## src/rtl/remote_comm.sv

```systemverilog
// Knight's Tour host link: sends a 16-bit command as two UART frames (high byte first) and receives 1-byte responses.
// TX start bit 1 clk after accept, cmd_sent 20*BAUD_DIV clks later; snd_cmd ignored while busy, resp held until cleared.
module remote_comm #(
  parameter int BAUD_DIV = 2604
) (
  input  logic        clk,
  input  logic        rst,
  input  logic [15:0] cmd,
  input  logic        snd_cmd,
  output logic        cmd_sent,
  output logic        busy,
  output logic        TX,
  input  logic        RX,
  output logic [7:0]  resp,
  output logic        resp_rdy,
  input  logic        clr_resp_rdy,
  output logic        frm_err
);

  localparam int CW = $clog2(BAUD_DIV);
  localparam logic [CW-1:0] BIT_END  = CW'(BAUD_DIV - 1);
  localparam logic [CW-1:0] HALF_END = CW'(BAUD_DIV / 2 - 1);

  typedef enum logic [1:0] {TX_IDLE, SEND_HI, SEND_LO} tx_state_t;
  typedef enum logic [1:0] {RX_IDLE, START, DATA, STOP} rx_state_t;

  tx_state_t       tx_state;
  logic [15:0]     tx_cmd;
  logic [3:0]      tx_bit;
  logic [CW-1:0]   tx_baud;
  logic [7:0]      tx_byte;

  rx_state_t       rx_state;
  logic            rx_s1, rx_s2, rx_prev;
  logic [2:0]      rx_bit;
  logic [CW-1:0]   rx_baud;
  logic [7:0]      rx_shift;

  assign tx_byte = (tx_state == SEND_HI) ? tx_cmd[15:8] : tx_cmd[7:0];

  // tx_bit indexes the bit currently on the line: 0 start, 1..8 data, 9 stop
  always_ff @(posedge clk) begin
    if (rst) begin
      tx_state <= TX_IDLE;
      TX       <= 1'b1;
      busy     <= 1'b0;
      cmd_sent <= 1'b0;
      tx_cmd   <= '0;
      tx_bit   <= '0;
      tx_baud  <= '0;
    end else begin
      case (tx_state)
        TX_IDLE: begin
          if (snd_cmd) begin
            tx_cmd   <= cmd;
            busy     <= 1'b1;
            cmd_sent <= 1'b0;
            TX       <= 1'b0;
            tx_bit   <= '0;
            tx_baud  <= '0;
            tx_state <= SEND_HI;
          end
        end
        default: begin
          if (tx_baud == BIT_END) begin
            tx_baud <= '0;
            if (tx_bit == 4'd9) begin
              tx_bit <= '0;
              if (tx_state == SEND_HI) begin
                tx_state <= SEND_LO;
                TX       <= 1'b0;
              end else begin
                tx_state <= TX_IDLE;
                busy     <= 1'b0;
                cmd_sent <= 1'b1;
                TX       <= 1'b1;
              end
            end else begin
              tx_bit <= tx_bit + 4'd1;
              TX     <= (tx_bit < 4'd8) ? tx_byte[tx_bit[2:0]] : 1'b1;
            end
          end else begin
            tx_baud <= tx_baud + 1'b1;
          end
        end
      endcase
    end
  end

  always_ff @(posedge clk) begin
    if (rst) begin
      rx_s1    <= 1'b1;
      rx_s2    <= 1'b1;
      rx_prev  <= 1'b1;
      rx_state <= RX_IDLE;
      rx_bit   <= '0;
      rx_baud  <= '0;
      rx_shift <= '0;
      resp     <= '0;
      resp_rdy <= 1'b0;
      frm_err  <= 1'b0;
    end else begin
      rx_s1   <= RX;
      rx_s2   <= rx_s1;
      rx_prev <= rx_s2;
      frm_err <= 1'b0;
      if (clr_resp_rdy) resp_rdy <= 1'b0;
      // later assignments below let a new byte win over a same-cycle clear
      case (rx_state)
        RX_IDLE: begin
          if (rx_prev && !rx_s2) begin
            rx_baud  <= '0;
            rx_state <= START;
          end
        end
        START: begin
          if (rx_baud == HALF_END) begin
            rx_baud <= '0;
            if (rx_s2) begin
              rx_state <= RX_IDLE;
            end else begin
              rx_state <= DATA;
              rx_bit   <= '0;
              resp_rdy <= 1'b0;
            end
          end else begin
            rx_baud <= rx_baud + 1'b1;
          end
        end
        DATA: begin
          if (rx_baud == BIT_END) begin
            rx_baud  <= '0;
            rx_shift <= {rx_s2, rx_shift[7:1]};
            rx_bit   <= rx_bit + 3'd1;
            if (rx_bit == 3'd7) rx_state <= STOP;
          end else begin
            rx_baud <= rx_baud + 1'b1;
          end
        end
        default: begin
          if (rx_baud == BIT_END) begin
            rx_baud  <= '0;
            rx_state <= RX_IDLE;
            if (rx_s2) begin
              resp     <= rx_shift;
              resp_rdy <= 1'b1;
            end else begin
              frm_err  <= 1'b1;
            end
          end else begin
            rx_baud <= rx_baud + 1'b1;
          end
        end
      endcase
    end
  end

endmodule

```

## config.mk

```make
export PLATFORM = sky130hd
export DESIGN_NAME = remote_comm
export DESIGN_NICKNAME = d
export VERILOG_FILES = /design/src/rtl/remote_comm.sv
export SDC_FILE = /design/constraint.sdc
export NUM_CORES = 1
export LEC_CHECK = 0
export ABC_AREA = 1
export BUFFER_PORTS_ARGS = -buffer_cell sky130_fd_sc_hd__buf_2
export CELL_PAD_IN_SITES_DETAIL_PLACEMENT = 2
export CELL_PAD_IN_SITES_GLOBAL_PLACEMENT = 2
export CORE_MARGIN = 5
export CORE_UTILIZATION = 33
export CTS_CLUSTER_SIZE = 24
export DETAILED_ROUTE_END_ITERATION = 12
export GPL_TIMING_DRIVEN = 0
export PLACE_DENSITY = 0.76
export SLEW_MARGIN = 20
export SYNTH_ARGS = -nofsm -noshare
export SYNTH_HDL_FRONTEND = slang
export SYNTH_SLANG_ARGS = --single-unit
```

## constraint.sdc

```tcl
create_clock -name clk -period 1.9 [get_ports clk]
set_clock_uncertainty 0.05 [all_clocks]
set_input_delay 0.19 -clock clk [delete_from_list [all_inputs] [get_ports clk]]
set_output_delay 0.19 -clock clk [all_outputs]
set_load 0.02 [all_outputs]
```

==> results of run 1 <==
## sequential cells by signal, indices dropped and copies added, names as in the netlist, 2 cells and up
signal    cells
rx_state      2
rx_shift      8
tx_bit        4
rx_baud      12
tx_baud      12
rx_bit        3
tx_cmd       16
resp          8
tx_state      2
## tightest hold or removal path, delay by kind of cell
family	cells	cell delay (ps)
AO/OA/AOI/OAI	1	60
AND/OR/NAND/NOR	2	90
buffers and inverters	1	70
## through the flow
| step | cells | worst slack [ps] |
|---|---|---|
| detailed placement | 689 | -164 |
| CTS | 706 | 5.66 |
| global route | 714 | -8.41 |
| finish | 714 | 159 |
| global placement | 689 | -31.5 |
| floorplan | 516 | 367 |
## synthesized netlist by cell type
cell type,count,area (sq um)
nand2_1,112,420
inv_1,76,285
dfxtp_1,75,1500
a21oi_1,53,265
o21ai_0,46,230
nor2_1,43,161
nand3_1,42,210
ha_1,11,138
clkbuf_1,10,37.5
nand4_1,10,62.6
inv_2,6,22.5
nor3_1,4,20.0
nand2_2,3,18.8
or2_2,3,18.8
a21oi_2,2,17.5
buf_2,2,10.0
nor2_2,2,12.5
nor4_1,2,12.5
o21ai_1,2,10.0
o21ai_2,2,17.5
xor2_1,2,17.5
buf_6,1,11.3
clkinv_1,1,3.75
nand3_2,1,10.0
nand3b_1,1,7.51
nor2_4,1,11.3
nor3_4,1,16.3
o21a_1,1,7.51
xnor2_1,1,8.76
## layer usage
metal	wire, um	global-route usage	vias up
met5	0	0	-
met4	147	0.0546	0
met3	233	0.0403	15
met2	5690	0.323	28
met1	4760	0.204	1703
li1	-	-	1761
## area by class of cell
type	instances	area [sq um]	share of cell area
Tap cell	140	175	0.0412
Clock inverter	6	90.1	0.0212
Buffer	13	61.3	0.0144
Inverter	83	319	0.0750
Sequential cell	75	1510	0.354
Multi-Input combinational cell	345	1740	0.408
Timing Repair Buffer	43	243	0.0571
Clock buffer	9	124	0.0291
## final timing paths
| path | start | to |
|---|---|---|
| max | rx_baud[0] | rx_baud[2] |
| min reg2reg | rx_s1 | rx_s2 |
| min | clr_resp_rdy | resp_rdy |
| max reg2reg | rx_baud[0] | rx_baud[2] |
## power by group
group | switching (W) | internal (W)
clock | 0.000630 | 0.000737
combinational | 0.000672 | 0.000320
sequential | 0.0000833 | 0.00170
total | 0.00139 | 0.00276
## timing repair
action / CTS / global route
buffers inserted: 1 / 8
gates cloned: 0 / 0
hold buffers: 1 / 0
endpoints found under the setup margin: 11 / 37
endpoints found under the hold margin: 1 / 0
gates resized for setup: 4 / 20
pin swaps: 1 / 3
## cells by family (layout without fill, tap and decap cells)
group,Yosys count,count (layout),share of synthesized area
fa+ha+maj,11,11,0.0386
xor+xnor,3,3,0.00737
simple gates,225,225,0.275
buf+inv,96,154,0.104
compound gates,106,106,0.154
flops,75,75,0.421
==> out/qor.csv, run 1 <==
metric;value;unit
setup_viol;0;
slowest_stage;dfxtp_2;
io_buffers;33;
fill_cells;1300;
grt_first_pass_wirelength;18.4;mm
die_w;114;um
slew_viol_final;0;
power.leakage;1.80;nW
drt-wirelength-per-cell;15.2;um
gr-total-overflow;0;
hold_viol_final;0;
setup_tns;0;ps
firstDrtPassIters;4;
clk_pin_slew;80;ps
die_h;114;um
area_growth;19.3;%
ff2ff_setup_slack;160;ps
crit_buf_inv;2;
cp.depth;10;
wirelength;10.8;mm
critical_path.top_delay_family;simple AND/OR/NAND/NOR gates;
layout_common_cells;nand2_1 (111), inv_1 (75), dfxtp_1 (71);
final_cell_area;4250;sq um
gp_congestion;0.803;
clock_sinks;75;
viasPerCell;4.91;
antennaDiodeCount;0;
drc_errors;0;
path_class;flip-flop to flip-flop;
cp_common_cell;nand3_1;
avgSynthCellArea;6.91;sq um
cp_max_fo;6;
cts_inserted_buffers;9;
htree_num_levels;3;
slew_headroom;0.623;
ir_worst_vdd;0.000421;V
io_pins;34;
worst-slew-pin-transition;565;ps
cts_tree;done;
final_util;0.398;
final_net_count;602;
drv_cap;0;
yosysSeqAreaShare;0.421;
grt_usage;0.177;
crit_chain;ha_2, nand2_1, nor2_4, nand3_4, nand2_2, nand3_1, nand2_4, clkinvlp_4, nand3_1, inv_1;
min_path_cells;4;
dp_hpwl;7.95;mm
start_util;0.333;
max_freq;0.574;GHz
status;finished clean;
core;10700;sq um
total_power;0.00414;W
cts-root-buf;clkbuf_8;
die-area;13000;sq um
yosysUniqueCellTypes;29;
grt_pass1_vias;3861;
worst_skew_pair.late_latency;350;ps
syn_inst;516;
whs;56.4;ps
vias;3507;
rows;38;
ys_ff_latch;75;
syn_nets;548;
cp.arrival;1950;ps
powerDensity;974;nW/um^2
finalCriticalPeriod;1740;ps
worstPathRequired;2110;ps
hp-class;input pin to flip-flop;
placed_cell_area;3910;sq um
max_stage_delay;370;ps
antenna_found_initial;0;
yosys_warnings;0;
fin_crit_sh;0.917;
grt_start_max_net_pins;14;
syn_area;3570;sq um
postRouteAntennaNets;0;
layout-drive-gt1-share;0.167;
r2r.worst_path.cells;10;
clockBufferDepth;2;
layout_commonest_cell;nand2_1;
cp-end-kind;flip-flop;
drtIter0Drc;78;
crit_path_start_kind;flip-flop;
(Power assumes the default switching activity.)
==> run 2: changes to the inputs <==
--- a/config.mk
+++ b/config.mk
@@ -10,11 +10,12 @@
 export CELL_PAD_IN_SITES_DETAIL_PLACEMENT = 2
 export CELL_PAD_IN_SITES_GLOBAL_PLACEMENT = 2
 export CORE_MARGIN = 5
-export CORE_UTILIZATION = 33
+export CORE_UTILIZATION = 34
+export CTS_BUF_LIST = sky130_fd_sc_hd__clkbuf_8
 export CTS_CLUSTER_SIZE = 24
 export DETAILED_ROUTE_END_ITERATION = 12
 export GPL_TIMING_DRIVEN = 0
-export PLACE_DENSITY = 0.76
+export PLACE_DENSITY = 0.78
 export SLEW_MARGIN = 20
 export SYNTH_ARGS = -nofsm -noshare
 export SYNTH_HDL_FRONTEND = slang
==> run 2 against run 1 <==
  * Combinational power fell by 2.2%
  * Final cell count fell by 0.84%
  * Critical path type unchanged
  * Clock power rose by 11%
  * Sequential cell count did not move
  * Core utilization rose by 1.6 points
  * Non-clock buffer count fell by 3
==> out/qor.csv, run 2 (same netlist as run 1, synthesis figures left out) <==
metric;value;unit
status;finished clean;
gp_congestion;0.787;
grt_usage;0.180;
layout_commonest_cell;nand2_1;
rows;37;
fill_cells;1242;
cts-root-buf;clkbuf_8;
seq_area;1510;sq um
clockBufferDepth;2;
dp_hpwl;7.84;mm
max_freq;0.554;GHz
worst_skew_pair.late_latency;360;ps
hold_viol_final;0;
grt_first_pass_wirelength;18.5;mm
postRouteAntennaNets;0;
power.share.clock;0.356;
ir_worst_vdd;0.000353;V
cp-end-kind;flip-flop;
antenna_found_initial;0;
final_net_count;599;
drv_cap;0;
hp-class;input pin to flip-flop;
start_util;0.347;
htree_num_levels;3;
reg_top3;tx_cmd x16, rx_baud x12, tx_baud x12;
io_pins;34;
grt_start_max_net_pins;14;
p_sw_frac;0.329;
comb_power_share;0.227;
powerDensity;1010;nW/um^2
antennaDiodeCount;0;
area_growth;19.3;%
grt_setup_unrepaired;yes;
cts_inserted_buffers;9;
slew_viol_final;0;
layout_common_cells;nand2_1 (110), inv_1 (75), dfxtp_1 (72);
stdcell_count;708;
viasPerCell;5.01;
drtIter0Drc;115;
crit_path_start_kind;flip-flop;
setup_viol;0;
drt-wirelength-per-cell;15.7;um
die-area;12600;sq um
die_w;112;um
grt_pass1_vias;3795;
p_seq_frac;0.417;
worstPathRequired;2140;ps
power.leakage;1.81;nW
internal-power;0.00287;W
cp.arrival;2050;ps
clock_sinks;75;
core;10300;sq um
multi_input_area;1730;sq um
drc_errors;0;
worst-slew-pin-transition;578;ps
io_buffers;33;
power.switching;0.00141;W
gr-total-overflow;0;
fin_crit_sh;0.950;
largest_register;tx_cmd;
path_class;flip-flop to flip-flop;
die_h;112;um
slew_headroom;0.615;
layout-drive-gt1-share;0.163;
setup_tns;0;ps
cts_tree;done;
finalCriticalPeriod;1800;ps
firstDrtPassIters;4;
cp_max_fo;6;
wirelength;11.1;mm
place_inst;685;
largest_reg_flops;16;
clk_pin_slew;90;ps
vias;3545;
-- run 2: routing by layer --
metal | global-route usage | wire length (um) | share of wire
met4 | 0.0465 | 113 | 0.010
met5 | 0 | 0 | 0
met3 | 0.0367 | 202 | 0.018
met2 | 0.323 | 5800 | 0.52
met1 | 0.217 | 5010 | 0.45
-- run 2: path summary, 6_finish.rpt --
path	from	endpoint	slack [ps]	cells past startpoint
setup / recovery	rx_baud[1]	resp[0]	100	9
hold / removal	clr_resp_rdy	resp_rdy	50	4
setup reg to reg	rx_baud[1]	resp[0]	100	9
hold reg to reg	rx_s1	rx_s2	370	1
-- run 2: area by class of cell --
cell class	count	area share
well taps	136	0.0400
flip-flops and latches	75	0.354
inverters	83	0.0750
clock buffers	9	0.0291
plain buffers	13	0.0147
repair buffers	40	0.0541
clock inverters	7	0.0274
multi-input cells	345	0.406
-- run 2: through the flow --
step / utilization / power (W) / area [sq um] / hold slack [ps] / setup WS (ps)
after global placement: 0.380 / 0.00267 / 3900 / 343 / 42.1
after CTS: 0.405 / 0.00429 / 4160 / 34.0 / 0.847
final: 0.414 / 0.00428 / 4250 / 46.5 / 95.4
after detailed placement: 0.380 / 0.00273 / 3900 / 356 / 1.67
after floorplan: - / 0.00242 / 3570 / 244 / 367
after global routing: 0.414 / 0.00455 / 4250 / 55.5 / -61.0
-- run 2: power by group through the flow --
stage	Clock [W]	Sequential, W	Combinational (W)
2_1_floorplan	0	0.00181	0.000615
3_3_place_gp	0	0.00181	0.000866
3_5_place_dp	0	0.00182	0.000915
4_1_cts	0.00157	0.00178	0.000939
5_1_grt	0.00164	0.00180	0.00111
6_report	0.00152	0.00179	0.000970
-- run 2: critical path, cell delays in order (launching register included) --
cell,delay [ps]
dfxtp_1,380
ha_1,210
nand2_1,80
nor2_2,150
nand3_4,130
nor3_4,240
buf_12,140
buf_4,110
o21ai_0,80
a21oi_1,150
-- run 2: timing repair --
item,in CTS,in global routing
hold buffers,1,0
setup buffers,0,5
cloned,0,1
gates resized for setup,3,21
pin swaps,0,3
setup endpoints to repair,3,47
endpoints found under the hold margin,1,0
==> run 3: changes to the inputs <==
--- a/config.mk
+++ b/config.mk
@@ -5,17 +5,16 @@
 export SDC_FILE = /design/constraint.sdc
 export NUM_CORES = 1
 export LEC_CHECK = 0
-export ABC_AREA = 1
 export BUFFER_PORTS_ARGS = -buffer_cell sky130_fd_sc_hd__buf_2
 export CELL_PAD_IN_SITES_DETAIL_PLACEMENT = 2
 export CELL_PAD_IN_SITES_GLOBAL_PLACEMENT = 2
 export CORE_MARGIN = 5
-export CORE_UTILIZATION = 34
+export CORE_UTILIZATION = 35
 export CTS_BUF_LIST = sky130_fd_sc_hd__clkbuf_8
 export CTS_CLUSTER_SIZE = 24
 export DETAILED_ROUTE_END_ITERATION = 12
 export GPL_TIMING_DRIVEN = 0
-export PLACE_DENSITY = 0.78
+export PLACE_DENSITY = 0.73
 export SLEW_MARGIN = 20
 export SYNTH_ARGS = -nofsm -noshare
 export SYNTH_HDL_FRONTEND = slang
==> run 3 against run 2 <==
  * The flow now finishes with violations (negative setup slack)
  * Non-clock buffer count up 34
  * Core utilization up 5.0 points
  * Largest cell class unchanged
  * First-iteration DRC count is 7.8% higher
  * Fmax fell by 14%
  * Die area shrank 1.0%
  * Global-route usage up 1.6 points
  * Critical path depth down 1
  * Clock power is 11% lower
  * Highest routed layer unchanged
  * Via count fell by 5.2%
  * Largest power group unchanged
==> out/qor.csv, run 3 <==
metric;value;unit
synth_fa_ha_area_frac;0.0379;
cts-root-buf;clkbuf_8;
place_inst;569;
worstHoldStart;cmd[8];
dr.max_layer_used;met4;
slowest_stage;or4b_4;
powerDensity;880;nW/um^2
layout_commonest_cell;dfxtp_1;
grt_first_pass_wirelength;19.4;mm
yosys_warnings;0;
avgSynthCellArea;9.05;sq um
slew_headroom;0.537;
yosysUniqueCellTypes;60;
cp-end-kind;flip-flop;
setup_tns;-2880;ps
slew_viol_final;0;
grt_start_max_net_pins;14;
synth_edf_count;0;
synth-xor-area-share;0.0290;
worst_skew_pair.late_latency;370;ps
stdcell_count;617;
htree_num_levels;3;
drtIter0Drc;124;
power.leakage;1.71;nW
cts_tree;done;
max_stage_delay;500;ps
wl_met1;5.25;mm
worstPathRequired;2100;ps
final_net_count;508;
status;finished, violations left;
synth-simple-area-share;0.263;
ys_ff_latch;75;
viasPerCell;5.45;
synth_top_family_by_area;simple AND/OR/NAND/NOR gates;
timing.rr.end;rx_baud[4];
syn_inst;401;
area_growth;30.7;%
setup_viol;25;
start_util;0.355;
synth.cells.most_frequent;dfxtp_1 (75), nand2_1 (57), a21oi_1 (36), nor2_1 (27), nand3_1 (18);
max_freq;0.477;GHz
gp_congestion;0.774;
die_h;112;um
met2_length;6.31;mm
die-area;12500;sq um
cts_inserted_buffers;9;
muxShareOfSynthArea;0.0521;
cp_max_fo;5;
vias;3361;
dp_hpwl;7.33;mm
grt_usage;0.195;
yosysSeqAreaShare;0.414;
ff2ff_setup_slack;-200;ps
preCtsSetupSlack;-502;ps
worst_hold_path.endpoint;tx_cmd[8];
largest_register;tx_cmd;
fin_crit_sh;1.10;
largest_reg_flops;16;
antenna_found_initial;0;
clock_sinks;75;
grt_setup_unrepaired;yes;
min_path_cells;3;
fill_cells;1089;
antennaDiodeCount;0;
r2r.worst_path.cells;8;
synth_area_leader_cell;dfxtp_1;
syn_nets;433;
placed_cell_area;3980;sq um
finalCriticalPeriod;2100;ps
yosysMostFrequentCell;dfxtp_1;
clockBufferDepth;2;
synth_compound_area_frac;0.158;
synthTopCellsByArea;dfxtp_1 (41%), nand2_1 (5.9%), a21oi_1 (5.0%), ha_1 (3.8%), nor2_4 (3.1%);
hold_viol_final;0;
path_class;flip-flop to flip-flop;
ir_worst_vdd;0.000326;V
drc_errors;0;
layout_setup_ws;-199;ps
crit_chain;inv_2, ha_4, or4b_4, o31ai_4, o311a_4, or2_4, buf_16, nor2_4;
syn_area;3630;sq um
failed_checks;negative setup slack;
grt_pass1_vias;3689;
async_reset_ff_frac;0;
rows;37;
die_w;112;um
clk_pin_slew;90;ps
layout-drive-gt1-share;0.322;
wirelength;12.2;mm
firstDrtPassIters;4;
synthFlopType;dfxtp_1;
hp-class;input pin to flip-flop;
io_buffers;32;
layout_common_cells;dfxtp_1 (59), nand2_1 (56), buf_2 (37);
gr-total-overflow;0;
core;10200;sq um
route.met3.wl;313;um
reg_top3;tx_cmd x16, rx_baud x12, tx_baud x12;
rr_startpoint;rx_baud[1];
io_pins;34;
drv_cap;0;
postRouteAntennaNets;0;
synth.top_cell.area_share;0.414;
drt-wirelength-per-cell;19.8;um
cp.arrival;2300;ps
crit_path_start_kind;flip-flop;
worst-slew-pin-transition;695;ps
final_cell_area;4740;sq um
[run 3: power breakdown]
part	internal [W]	switching, W	leakage (nW)	total (W)
registers	0.00166	0.0000876	0.618	0.00174
clock network	0.000681	0.000679	0.0978	0.00136
logic	0.000491	0.000578	0.992	0.00107
total	0.00283	0.00134	1.71	0.00417
[run 3: worst max path at each step]
stage	from	end	slack (ps)	cells after the start
after floorplan	rx_baud[1]	rx_baud[0]	-100	9
after global placement	tx_baud[0]	tx_state[1]	-390	6
after detailed placement	tx_baud[0]	tx_state[1]	-500	6
after CTS	rx_baud[1]	rx_baud[9]	-170	8
after global routing	rx_state[1]	rx_baud[11]	-240	6
final	rx_baud[1]	rx_baud[4]	-200	8
[run 3: metrics by stage]
stage | total power (W) | utilization | hold slack [ps]
after floorplan | 0.00233 | - | 244
after global placement | 0.00250 | 0.389 | 323
after detailed placement | 0.00255 | 0.389 | 331
after CTS | 0.00414 | 0.452 | 0.685
after global routing | 0.00437 | 0.464 | 6.63
final | 0.00417 | 0.464 | 13.4
[run 3: layout make-up]
cell class              instances  area [sq um]  area share
well taps                     136           170      0.0359
repair buffers                 67           483       0.102
flip-flops and latches         75          1530       0.323
clock inverters                 5          61.3      0.0129
inverters                      10          37.5     0.00791
clock buffers                  11           151      0.0319
plain buffers                  20           125      0.0264
multi-input cells             293          2180       0.460
[run 3: cell families after synthesis]
logic type / count (synthesis)
xor gates and xnor gates: 12
and+or+nand+nor: 172
buffers and inverters: 33
AOI/OAI and AO/OA: 83
adders and majority gates: 11
muxes: 15
DFF: 75
[run 3: critical path: cells and delay by family, from the launching register on]
family / cells / cell delay, ps
compound gates: 2 / 490
fa+ha+maj: 1 / 120
buf+inv: 2 / 230
flops: 1 / 360
simple gates: 3 / 720
[run 3: per-layer routing]
metal | vias to the layer above | track usage
met1 | 1706 | 0.235
met3 | 26 | 0.0332
met4 | 0 | 0.0787
met2 | 57 | 0.345
li1 | 1572 | -
met5 | - | 0
[run 3: repair_timing]
action	in CTS	in global routing
gates resized for setup	49	24
hold buffers	7	0
setup buffers	17	9
cloned	2	0
setup endpoints to repair	52	45
endpoints found under the hold margin	7	0
pin swaps	15	9
